==> src/rtl/multicycle_ctrl_pkg.sv <==
// Shared encodings for the multicycle RV32I controller: opcodes, FSM states,
// ALU/immSrc codes, and the per-state Moore control decode.
package multicycle_ctrl_pkg;

  localparam logic [6:0] OP_LW  = 7'b0000011;
  localparam logic [6:0] OP_SW  = 7'b0100011;
  localparam logic [6:0] OP_R   = 7'b0110011;
  localparam logic [6:0] OP_I   = 7'b0010011;
  localparam logic [6:0] OP_B   = 7'b1100011;
  localparam logic [6:0] OP_JAL = 7'b1101111;

  typedef enum logic [3:0] {
    S_IDLE, S_FETCH, S_DECODE, S_MEMADR, S_MEMREAD, S_MEMWB,
    S_MEMWRITE, S_EXECUTER, S_EXECUTEI, S_ALUWB, S_BRANCH, S_JAL
  } state_t;

  typedef enum logic [2:0] {
    ALU_ADD = 3'b000, ALU_SUB = 3'b001, ALU_AND = 3'b010, ALU_OR  = 3'b011,
    ALU_XOR = 3'b100, ALU_SLT = 3'b101, ALU_SLL = 3'b110, ALU_SRL = 3'b111
  } alu_ctrl_t;

  // Also consumed by the sign-extension unit.
  typedef enum logic [1:0] {
    IMM_I = 2'b00, IMM_S = 2'b01, IMM_B = 2'b10, IMM_J = 2'b11
  } imm_src_t;

  typedef enum logic [1:0] {
    ALUOP_ADD = 2'b00, ALUOP_SUB = 2'b01, ALUOP_FUNCT = 2'b10
  } alu_op_t;

  typedef struct packed {
    logic       active;
    logic       fetch;
    logic       decode;
    logic       pc_update;
    logic       branch;
    logic       adr_src;
    logic       mem_write;
    logic [1:0] result_src;
    logic [1:0] alu_src_a;
    logic [1:0] alu_src_b;
    alu_op_t    alu_op;
    logic       reg_write;
  } ctrl_t;

  function automatic ctrl_t state_ctrl(input state_t s);
    ctrl_t c;
    c = '0;
    c.active = (s != S_IDLE);
    case (s)
      S_FETCH: begin
        c.fetch      = 1'b1;
        c.alu_src_b  = 2'b10;
        c.result_src = 2'b10;
      end
      S_DECODE: begin
        c.decode    = 1'b1;
        c.alu_src_a = 2'b01;
        c.alu_src_b = 2'b01;
      end
      S_MEMADR: begin
        c.alu_src_a = 2'b10;
        c.alu_src_b = 2'b01;
      end
      S_MEMREAD:  c.adr_src = 1'b1;
      S_MEMWB: begin
        c.result_src = 2'b01;
        c.reg_write  = 1'b1;
      end
      S_MEMWRITE: begin
        c.adr_src   = 1'b1;
        c.mem_write = 1'b1;
      end
      S_EXECUTER: begin
        c.alu_src_a = 2'b10;
        c.alu_op    = ALUOP_FUNCT;
      end
      S_EXECUTEI: begin
        c.alu_src_a = 2'b10;
        c.alu_src_b = 2'b01;
        c.alu_op    = ALUOP_FUNCT;
      end
      S_ALUWB:    c.reg_write = 1'b1;
      S_BRANCH: begin
        c.alu_src_a = 2'b10;
        c.alu_op    = ALUOP_SUB;
        c.branch    = 1'b1;
      end
      S_JAL: begin
        c.alu_src_a = 2'b01;
        c.alu_src_b = 2'b10;
        c.pc_update = 1'b1;
      end
      default: ;
    endcase
    return c;
  endfunction

  function automatic imm_src_t imm_src_of(input logic [6:0] op);
    case (op)
      OP_SW:   return IMM_S;
      OP_B:    return IMM_B;
      OP_JAL:  return IMM_J;
      default: return IMM_I;
    endcase
  endfunction

  function automatic logic op_legal(input logic [6:0] op);
    return op inside {OP_LW, OP_SW, OP_R, OP_I, OP_B, OP_JAL};
  endfunction

endpackage

==> src/rtl/multicycle_ctrl_if.sv <==
// Controller <-> datapath signal bundle; master is the controller side.
interface multicycle_ctrl_if;
  logic [6:0] op;
  logic [2:0] funct3;
  logic       funct7b5;
  logic       zero;
  logic       memReady;
  logic [1:0] immSrc;
  logic       pcWrite;
  logic       adrSrc;
  logic       memWrite;
  logic       irWrite;
  logic [1:0] resultSrc;
  logic [1:0] aluSrcA;
  logic [1:0] aluSrcB;
  logic [2:0] aluControl;
  logic       regWrite;
  logic       illegalOp;

  modport master (
    input  op, funct3, funct7b5, zero, memReady,
    output immSrc, pcWrite, adrSrc, memWrite, irWrite, resultSrc,
           aluSrcA, aluSrcB, aluControl, regWrite, illegalOp
  );

  modport slave (
    output op, funct3, funct7b5, zero, memReady,
    input  immSrc, pcWrite, adrSrc, memWrite, irWrite, resultSrc,
           aluSrcA, aluSrcB, aluControl, regWrite, illegalOp
  );
endinterface

==> src/rtl/multicycle_ctrl_alu_decoder.sv <==
// Combinational ALU control: fixed add/sub, or funct3/funct7 decode for ALU ops.
module multicycle_ctrl_alu_decoder
  import multicycle_ctrl_pkg::*;
(
  input  alu_op_t    i_alu_op,
  input  logic [2:0] i_funct3,
  input  logic       i_funct7b5,
  input  logic       i_op5,
  output logic [2:0] o_alu_control
);

  always_comb begin
    o_alu_control = ALU_ADD;
    case (i_alu_op)
      ALUOP_SUB: o_alu_control = ALU_SUB;
      ALUOP_FUNCT: begin
        case (i_funct3)
          // op[5] separates R-type from I-type: addi has no subtract form.
          3'b000:  o_alu_control = (i_op5 & i_funct7b5) ? ALU_SUB : ALU_ADD;
          3'b001:  o_alu_control = ALU_SLL;
          3'b010:  o_alu_control = ALU_SLT;
          3'b011:  o_alu_control = ALU_SLT;
          3'b100:  o_alu_control = ALU_XOR;
          3'b101:  o_alu_control = ALU_SRL;
          3'b110:  o_alu_control = ALU_OR;
          default: o_alu_control = ALU_AND;
        endcase
      end
      default: ;
    endcase
  end

endmodule

==> src/rtl/multicycle_ctrl.sv <==
// Main FSM of the multicycle RV32I datapath; per-state controls are registered
// from the next state, then gated by memReady/zero/op in the current cycle.
//   state      | meaning
//   IDLE       | post-reset bubble, all outputs 0
//   FETCH      | read instr at PC, PC+4 (waits on memReady)
//   DECODE     | compute branch target, dispatch on op
//   MEMADR     | rs1 + imm for lw/sw
//   MEMREAD    | load access (waits on memReady)
//   MEMWB      | write load data to rd
//   MEMWRITE   | store access (waits on memReady)
//   EXECUTER/I | ALU op on rs1,rs2 / rs1,imm
//   ALUWB      | write ALUOut to rd
//   BRANCH     | compare rs1-rs2, conditional PC load
//   JAL        | PC <= target, ALUOut <= oldPC+4
module multicycle_ctrl
  import multicycle_ctrl_pkg::*;
#(
  parameter bit RESET_IDLE = 1'b1
) (
  input  logic clk,
  input  logic rst,
  multicycle_ctrl_if.master bus
);

  localparam state_t RST_STATE = RESET_IDLE ? S_IDLE : S_FETCH;

  state_t     r_state;
  state_t     w_next;
  ctrl_t      r_ctrl;
  logic       w_pc_update;
  logic [2:0] w_alu_control;

  always_comb begin
    w_next = r_state;
    case (r_state)
      S_IDLE:   w_next = S_FETCH;
      S_FETCH:  if (bus.memReady) w_next = S_DECODE;
      S_DECODE: begin
        case (bus.op)
          OP_LW, OP_SW: w_next = S_MEMADR;
          OP_R:         w_next = S_EXECUTER;
          OP_I:         w_next = S_EXECUTEI;
          OP_B:         w_next = S_BRANCH;
          OP_JAL:       w_next = S_JAL;
          default:      w_next = S_FETCH;
        endcase
      end
      S_MEMADR:   w_next = (bus.op == OP_LW) ? S_MEMREAD : S_MEMWRITE;
      S_MEMREAD:  if (bus.memReady) w_next = S_MEMWB;
      S_MEMWB:    w_next = S_FETCH;
      S_MEMWRITE: if (bus.memReady) w_next = S_FETCH;
      S_EXECUTER: w_next = S_ALUWB;
      S_EXECUTEI: w_next = S_ALUWB;
      S_ALUWB:    w_next = S_FETCH;
      S_BRANCH:   w_next = S_FETCH;
      S_JAL:      w_next = S_ALUWB;
      default:    w_next = RST_STATE;
    endcase
  end

  always_ff @(posedge clk or posedge rst) begin
    if (rst) begin
      r_state <= RST_STATE;
      r_ctrl  <= state_ctrl(RST_STATE);
    end else begin
      r_state <= w_next;
      r_ctrl  <= state_ctrl(w_next);
    end
  end

  multicycle_ctrl_alu_decoder u_alu_decoder (
    .i_alu_op      (r_ctrl.alu_op),
    .i_funct3      (bus.funct3),
    .i_funct7b5    (bus.funct7b5),
    .i_op5         (bus.op[5]),
    .o_alu_control (w_alu_control)
  );

  assign w_pc_update    = r_ctrl.pc_update | (r_ctrl.fetch & bus.memReady);
  assign bus.pcWrite    = w_pc_update | (r_ctrl.branch & (bus.zero ^ bus.funct3[0]));
  assign bus.irWrite    = r_ctrl.fetch & bus.memReady;
  assign bus.immSrc     = r_ctrl.active ? imm_src_of(bus.op) : IMM_I;
  assign bus.adrSrc     = r_ctrl.adr_src;
  assign bus.memWrite   = r_ctrl.mem_write;
  assign bus.resultSrc  = r_ctrl.result_src;
  assign bus.aluSrcA    = r_ctrl.alu_src_a;
  assign bus.aluSrcB    = r_ctrl.alu_src_b;
  assign bus.aluControl = w_alu_control;
  assign bus.regWrite   = r_ctrl.reg_write;
  assign bus.illegalOp  = r_ctrl.decode & ~op_legal(bus.op);

endmodule

==> src/flat_wrapper.sv <==
// flat-port wrapper written by rule: the top's interface ports become plain ports
module multicycle_ctrl_flat import multicycle_ctrl_pkg::*;
#(
  parameter bit RESET_IDLE = 1'b1
)
  (clk, rst, bus_op, bus_funct3, bus_funct7b5, bus_zero, bus_memReady, bus_immSrc, bus_pcWrite, bus_adrSrc, bus_memWrite, bus_irWrite, bus_resultSrc, bus_aluSrcA, bus_aluSrcB, bus_aluControl, bus_regWrite, bus_illegalOp);
  multicycle_ctrl_if bus_i ();
  input  logic clk;
  input  logic rst;
  input wire logic [$bits(bus_i.op)-1:0] bus_op;
  input wire logic [$bits(bus_i.funct3)-1:0] bus_funct3;
  input wire logic [$bits(bus_i.funct7b5)-1:0] bus_funct7b5;
  input wire logic [$bits(bus_i.zero)-1:0] bus_zero;
  input wire logic [$bits(bus_i.memReady)-1:0] bus_memReady;
  output wire logic [$bits(bus_i.immSrc)-1:0] bus_immSrc;
  output wire logic [$bits(bus_i.pcWrite)-1:0] bus_pcWrite;
  output wire logic [$bits(bus_i.adrSrc)-1:0] bus_adrSrc;
  output wire logic [$bits(bus_i.memWrite)-1:0] bus_memWrite;
  output wire logic [$bits(bus_i.irWrite)-1:0] bus_irWrite;
  output wire logic [$bits(bus_i.resultSrc)-1:0] bus_resultSrc;
  output wire logic [$bits(bus_i.aluSrcA)-1:0] bus_aluSrcA;
  output wire logic [$bits(bus_i.aluSrcB)-1:0] bus_aluSrcB;
  output wire logic [$bits(bus_i.aluControl)-1:0] bus_aluControl;
  output wire logic [$bits(bus_i.regWrite)-1:0] bus_regWrite;
  output wire logic [$bits(bus_i.illegalOp)-1:0] bus_illegalOp;
  assign bus_i.op = bus_op;
  assign bus_i.funct3 = bus_funct3;
  assign bus_i.funct7b5 = bus_funct7b5;
  assign bus_i.zero = bus_zero;
  assign bus_i.memReady = bus_memReady;
  assign bus_immSrc = bus_i.immSrc;
  assign bus_pcWrite = bus_i.pcWrite;
  assign bus_adrSrc = bus_i.adrSrc;
  assign bus_memWrite = bus_i.memWrite;
  assign bus_irWrite = bus_i.irWrite;
  assign bus_resultSrc = bus_i.resultSrc;
  assign bus_aluSrcA = bus_i.aluSrcA;
  assign bus_aluSrcB = bus_i.aluSrcB;
  assign bus_aluControl = bus_i.aluControl;
  assign bus_regWrite = bus_i.regWrite;
  assign bus_illegalOp = bus_i.illegalOp;
  multicycle_ctrl #(.RESET_IDLE(RESET_IDLE)) u_core (.clk(clk), .rst(rst), .bus(bus_i));
endmodule
==> config.mk <==
export PLATFORM = sky130hd
export DESIGN_NAME = multicycle_ctrl_flat
export DESIGN_NICKNAME = d
export VERILOG_FILES = /design/src/rtl/multicycle_ctrl_pkg.sv /design/src/rtl/multicycle_ctrl_if.sv /design/src/rtl/multicycle_ctrl_alu_decoder.sv /design/src/rtl/multicycle_ctrl.sv /design/src/flat_wrapper.sv
export SDC_FILE = /design/constraint.sdc
export NUM_CORES = 1
export LEC_CHECK = 0
export CAP_MARGIN = 20
export CELL_PAD_IN_SITES_DETAIL_PLACEMENT = 0
export CELL_PAD_IN_SITES_GLOBAL_PLACEMENT = 1
export CORE_MARGIN = 2
export CORE_UTILIZATION = 35
export CTS_CLUSTER_DIAMETER = 200
export CTS_CLUSTER_SIZE = 28
export DETAILED_ROUTE_END_ITERATION = 8
export GPL_ROUTABILITY_DRIVEN = 0
export GPL_TIMING_DRIVEN = 0
export PLACE_DENSITY_LB_ADDON = 0.1
export SLEW_MARGIN = 40
export SYNTH_ARGS = -nofsm -noshare
export SYNTH_HDL_FRONTEND = slang
export SYNTH_SLANG_ARGS = --single-unit
==> constraint.sdc <==
create_clock -name clk -period 2.2 [get_ports clk]
set_input_delay 0.33 -clock clk [delete_from_list [all_inputs] [get_ports clk]]
set_output_delay 0.33 -clock clk [all_outputs]
set_load 0.1 [all_outputs]
# Word level (Yosys, flattened, before mapping)
# Index checks and enable logic that the tools add are counted.
# classes
addsub	0
n_lt_le_gt_ge	0
muxes	22
bitwise_logic	8
n_reduce_logical	15
n_mul	0
n_shift	0
n_div	0
n_eq_ne	36
# op_table
cell	n
4-bit by 3-bit equality test with 1-bit output (second input constant)	8
4-bit equality test (second input constant)	8
4-bit one-hot mux with 7 select lines	1
4-bit one-hot mux with 5 select lines	1
3-bit one-hot mux with 6 select lines	1
4-bit by 2-bit equality test with 1-bit output (second input constant)	4
2-bit one-hot mux with 2 select lines	4
7-bit by 6-bit equality test with 1-bit output (second input constant)	2
7-bit equality test (second input constant)	2
2-bit OR reduction	7
4-bit two-way mux	3
3-bit equality test (second input constant)	3
4-bit by 1-bit equality test with 1-bit output (second input constant)	2
1-bit two-way mux	8
4-bit OR reduction	2
7-bit by 2-bit equality test with 1-bit output (second input constant)	1
7-bit by 5-bit equality test with 1-bit output (second input constant)	1
3-bit by 2-bit equality test with 1-bit output (second input constant)	2
2-bit one-hot mux with 3 select lines	1
3-bit one-hot mux with 2 select lines	1
6-bit nonzero test	1
3-bit OR reduction	2
1-bit bitwise AND	4
4-bit zero test	1
other kinds (9)	11
# word_totals
word_cells	94
mem_count	0
latchBits	0
ff_bits	20
romBits	0
ramBits	0

# Logic depth before layout (Yosys ltp)
# logic_depth
ltp_word	7
depth_mapped	7

# Modules after synthesis
# From an unflattened synthesis, not the netlist that was laid out.
# hier_totals
hier_cells	117
hier_area_um2	1123.6
# modules_own_cells
module	seq_area_each_um2	cells_per_inst	area_per_inst_um2	instances
multicycle_ctrl	450.4	103	1008.5	1
multicycle_ctrl_alu_decoder	0.0	14	115.1	1

# Worst setup path before layout
# No wires, ideal clock.
# synth_timing
path_kind	flip-flop to output port
start	register u_core.r_ctrl[1] (netlist name)
end	output bus_aluControl[2]
path_stages_with_launch	4
required_time_ns	1.870
slack_ns	-3.478
arrival_time_ns	5.348
path_cell_list	dfrtp_1 > inv_1 > ha_1 > a2111oi_0
# synth_via
elab_chain_len	2
# synth_lines
element	line	source
start: declaration	multicycle_ctrl.sv:29	ctrl_t r_ctrl;
start signal: assignment	multicycle_ctrl.sv:64	r_ctrl <= state_ctrl(RST_STATE);
start signal: assignment	multicycle_ctrl.sv:67	r_ctrl <= state_ctrl(w_next);
2-bit equality test / 2-bit by 1-bit equality test with 1-bit output (equally long branches)	multicycle_ctrl_alu_decoder.sv:14	case (i_alu_op)
3-bit one-hot mux with 2 select lines *	multicycle_ctrl_alu_decoder.sv:14	
end: declaration	flat_wrapper.sv:23	output wire logic [$bits(bus_i.aluControl)-1:0] bus_aluControl;
# Every way passes the cells marked *; elsewhere a longest branch is shown, timed or not.

# Worst setup path in the final report
# layout_timing
start	input bus_op[6]
end	output bus_illegalOp
# layout_via
elab_chain_len	4
# layout_lines
element	line	source
start: declaration	flat_wrapper.sv:10	input wire logic [$bits(bus_i.op)-1:0] bus_op;
7-bit by 2-bit equality test with 1-bit output (tied with other cells)	multicycle_ctrl_pkg.sv:109	return op inside {OP_LW, OP_SW, OP_R, OP_I, OP_B, OP_JAL};
6-bit nonzero test *	multicycle_ctrl_pkg.sv:109	
1-bit inverter *	multicycle_ctrl.sv:90	assign bus.illegalOp = r_ctrl.decode & ~op_legal(bus.op);
1-bit bitwise AND *	multicycle_ctrl.sv:90	
end: declaration	flat_wrapper.sv:25	output wire logic [$bits(bus_i.illegalOp)-1:0] bus_illegalOp;
# Marked as above.

==> metrics.log <==
INFO  metric cts_root_buffer = sky130_fd_sc_hd__clkbuf_4
INFO  metric synth_seq_area_share = 40.82%
INFO  metric postCtsHoldBufs = 0
INFO  metric cts_setup_buffers = 0
INFO  metric timing.final.hold_violations = 0
INFO  metric dieArea = 3806 um2
INFO  metric synthesis.instances = 120
INFO  metric crit_path_max_fanout = 9
INFO  metric worstSetupEndpointType = primary output
INFO  metric synth.top_cells.by_area = sky130_fd_sc_hd__dfrtp_1 (41%), sky130_fd_sc_hd__buf_4 (4.5%), sky130_fd_sc_hd__nor2_1 (4.5%), sky130_fd_sc_hd__inv_1 (3.2%), sky130_fd_sc_hd__a21oi_1 (2.6%)
INFO  metric cts-htree-levels = 1
INFO  metric port_buffers = 31
INFO  metric synth-adder-area-share = 2.148%
INFO  metric wire_length_of_the_first_global_routing_pass = 4160 um
INFO  metric die_w = 61.69 um
INFO  metric power.internal = 845.1 uW
INFO  metric footprint_of_the_flip_flops_and_latches = 475.5 um2
INFO  metric area_fraction_in_and_or_nand_and_nor_cells_after_synthesis = 29.86%
INFO  metric maximum_clock_rate = 478.9 MHz
INFO  metric power.share.clock = 9.8%
INFO  metric post-route-util = 48.79%
INFO  metric cpPeakStageDelay = 0.54 ns
INFO  metric detail_route.vias_per_cell = 4.920
INFO  metric via_count_of_the_first_global_routing_pass = 919
INFO  metric yosysTopAreaCell = sky130_fd_sc_hd__dfrtp_1
INFO  metric setup_violations = 0
INFO  metric slew_headroom = 53.73%
INFO  metric fin_worst_skew = 0.01347 ns
INFO  metric post_synth.cell_area_avg = 9.707 um2
INFO  metric insertedDiodeCount = 0
INFO  metric timing_worst_slew_pin_value = 0.6933 ns
INFO  metric cts-resized-gates = 0
INFO  metric synth_cell_types = 41
INFO  metric mappedNetlistArea = 1165 um2
INFO  metric share_seq_of_total_power = 26.5%
INFO  metric worst_ep_required_time = 1.87 ns
INFO  metric std_cell_rows = 20
INFO  metric clockBufferDepth = 2
INFO  metric drt_drc_violations_left = 0
INFO  metric post_synth_mux_area_share = 1.719%
INFO  metric drt_wl_total = 2461 um
INFO  metric drt_first_pass_iters = 4
INFO  metric synth-edff-count = 0
INFO  metric drt_first_iter_violations = 22
INFO  metric synth_most_common_cell = sky130_fd_sc_hd__dfrtp_1
INFO  metric clock_tree_from_tritoncts = done
INFO  metric clk_transition_reported_paths = 0.12 ns
INFO  metric netSwitchingPower = 991.5 uW
INFO  metric final_layout_net_count = 173
INFO  metric number_of_warning_messages_in_the_yosys_log = 0
INFO  metric synth_fp_nets = 137
INFO  metric vdd.ir_drop.worst = 0.0005825 V
INFO  metric area_delta_synth_final = 29.97%
INFO  metric ys_top_cells_by_count = sky130_fd_sc_hd__dfrtp_1 (19), sky130_fd_sc_hd__nor2_1 (14), sky130_fd_sc_hd__inv_1 (10)
INFO  metric final.period_utilization = 94.91%
INFO  metric critPathLaunchType = input pin
INFO  metric p_leak = 0.0007033 uW
INFO  metric detailedPlace.worstSlack = 0.01845 ns
INFO  metric numCtsBuffers = 3
INFO  metric layout-drive-gt1-share = 32.26%
INFO  metric synth_xor_area_share = 1.504%
INFO  metric wl_per_cell = 12.37 um
INFO  metric detailroute.via_count = 979
INFO  metric critical_path.cell_chain = clkdlybuf4s50_1 > and3_2 > a21oi_1 > o21a_1 > clkbuf_4
INFO  metric synthFlopType = sky130_fd_sc_hd__dfrtp_1
INFO  metric finalMaxSlewViolations = 0
INFO  metric io-pin-count = 32
INFO  metric worstPathArrival = 1.76 ns
INFO  metric rrSetupSlack = 0.39 ns
INFO  metric detailed_place_hpwl = 1927 um
INFO  metric synthesized_flop_and_latch_total = 19
INFO  metric core-area = 3103 um2
INFO  metric maxCapViolations = 0
INFO  metric ws_path_type = input pin to primary output
INFO  metric net_switching_fraction_of_the_power = 53.99%
INFO  metric run_status = complete, no violations
INFO  metric die_h = 61.69 um
INFO  metric grt_usage = 14.90%
INFO  metric grt_setup_unrepaired = no
INFO  metric crit_path_top_delay_cell = sky130_fd_sc_hd__clkdlybuf4s50_1
INFO  metric worst_r2r_path_depth = 6
INFO  metric comb_power_share = 63.8%
INFO  metric remaining_global_route_overflow = 0
INFO  metric antenna_found_initial = 0
INFO  metric min_path_type = input pin to asynchronous set/reset pin
INFO  metric fill_cells = 327
INFO  metric number_of_nets_still_failing_antenna_checks_after_routing = 0
INFO  metric clock_sink_count = 19
INFO  metric async_flop_share = 100.0%
INFO  metric synthDominantCellAreaShare = 40.82%
INFO  metric final.setup.worst_slack = 0.1120 ns
INFO  metric synth_top_family_by_area = simple AND/OR/NAND/NOR gates
INFO  metric grt_start_max_net_pins = 20
INFO  metric layout_min_cycle_time = 2.088 ns
INFO  metric cellPowerDensity = 1213 nW/um2
INFO  metric worstSkewPairLatency = 0.30 ns
INFO  metric initial_core_util = 37.54%
INFO  metric multi_input_comb_area = 603.1 um2
INFO  metric synth_compound_gate_area_share = 14.29%
## area by class of cell
type | instances | area share, %
Tap cell | 44 | 3.636
Multi-Input combinational cell | 82 | 39.83
Clock buffer | 3 | 1.488
Inverter | 10 | 2.479
Buffer | 9 | 4.959
Timing Repair Buffer | 31 | 15.87
Clock inverter | 1 | 0.3306
Sequential cell | 19 | 31.41
## metal layers
metal,GRT usage (%),wire [um],vias up
met4,2.736,15,0
met3,3.727,137,2
met2,24.06,1185,28
li1,-,-,488
met5,0,0,-
met1,20.55,1123,461
## cell usage in the layout (no fill, tap or decap), drive strengths merged, types with 3 or more instances in the layout
cell type      count
and2b              3
nor2              14
nand3              4
nand2              6
buf               21
o21ai              4
and3               3
and2               4
nor2b              3
a21oi              6
clkbuf             8
o211ai             4
clkdlybuf4s50     13
nand4              5
inv               10
dfrtp             19
## cells by family after synthesis
kind of cell	count (synthesis)
and+or+nand+nor	53
DFF	19
adders and majority gates	2
buffers and inverters	19
muxes	2
AOI/OAI and AO/OA	23
xor gates and xnor gates	2
## critical path, delay by kind of cell
kind | cells | cell delay (ns)
and+or+nand+nor | 1 | 0.31
AOI/OAI and AO/OA | 2 | 0.25
buffers and inverters | 2 | 0.86
## through the flow
stage / power [uW] / setup TNS (ns) / instances / area [um2] / hold WS (ns)
global route: 1963 / 0 / 199 / 1514 / 0.5066
floorplan: 1474 / -0.02900 / 120 / 1191 / 0.2811
CTS: 1848 / 0 / 199 / 1499 / 0.4565
global placement: 1725 / -4.470 / 195 / 1556 / 0.5614
detailed placement: 1666 / 0 / 195 / 1471 / 0.5608
finish: 1837 / 0 / 199 / 1514 / 0.4189
## power groups by stage
stage | clock network [uW] | registers (uW) | logic, uW
after detailed placement | 0 | 495 | 1170
after global placement | 0 | 494 | 1230
after CTS | 186 | 487 | 1170
final | 180 | 486 | 1170
after global routing | 205 | 501 | 1260
after floorplan | 0 | 580 | 894
## final timing paths
kind | start | endpoint
max | bus_op[6] | bus_illegalOp
min | rst | u_core.bus.aluSrcA[1]
max reg2reg | u_core.r_state[3] | u_core.bus.aluSrcB[0]
min reg2reg | u_core.r_state[3] | u_core.r_ctrl[15]
max in group asynchronous | rst | u_core.r_ctrl[2]
min in group clk | u_core.r_state[3] | u_core.r_ctrl[15]
## flip-flops by register name, summed over array words and instances (netlist names)
| register | cells |
|---|---|
| u_core.bus.regWrite | 1 |
| u_core.r_state | 4 |
| u_core.bus.memWrite | 1 |
| u_core.bus.resultSrc | 1 |
| u_core.bus.aluSrcA | 2 |
| u_core.bus.adrSrc | 1 |
| u_core.r_ctrl | 7 |
| u_core.bus.aluSrcB | 2 |
No activity file was read; power rests on OpenSTA's default activity.
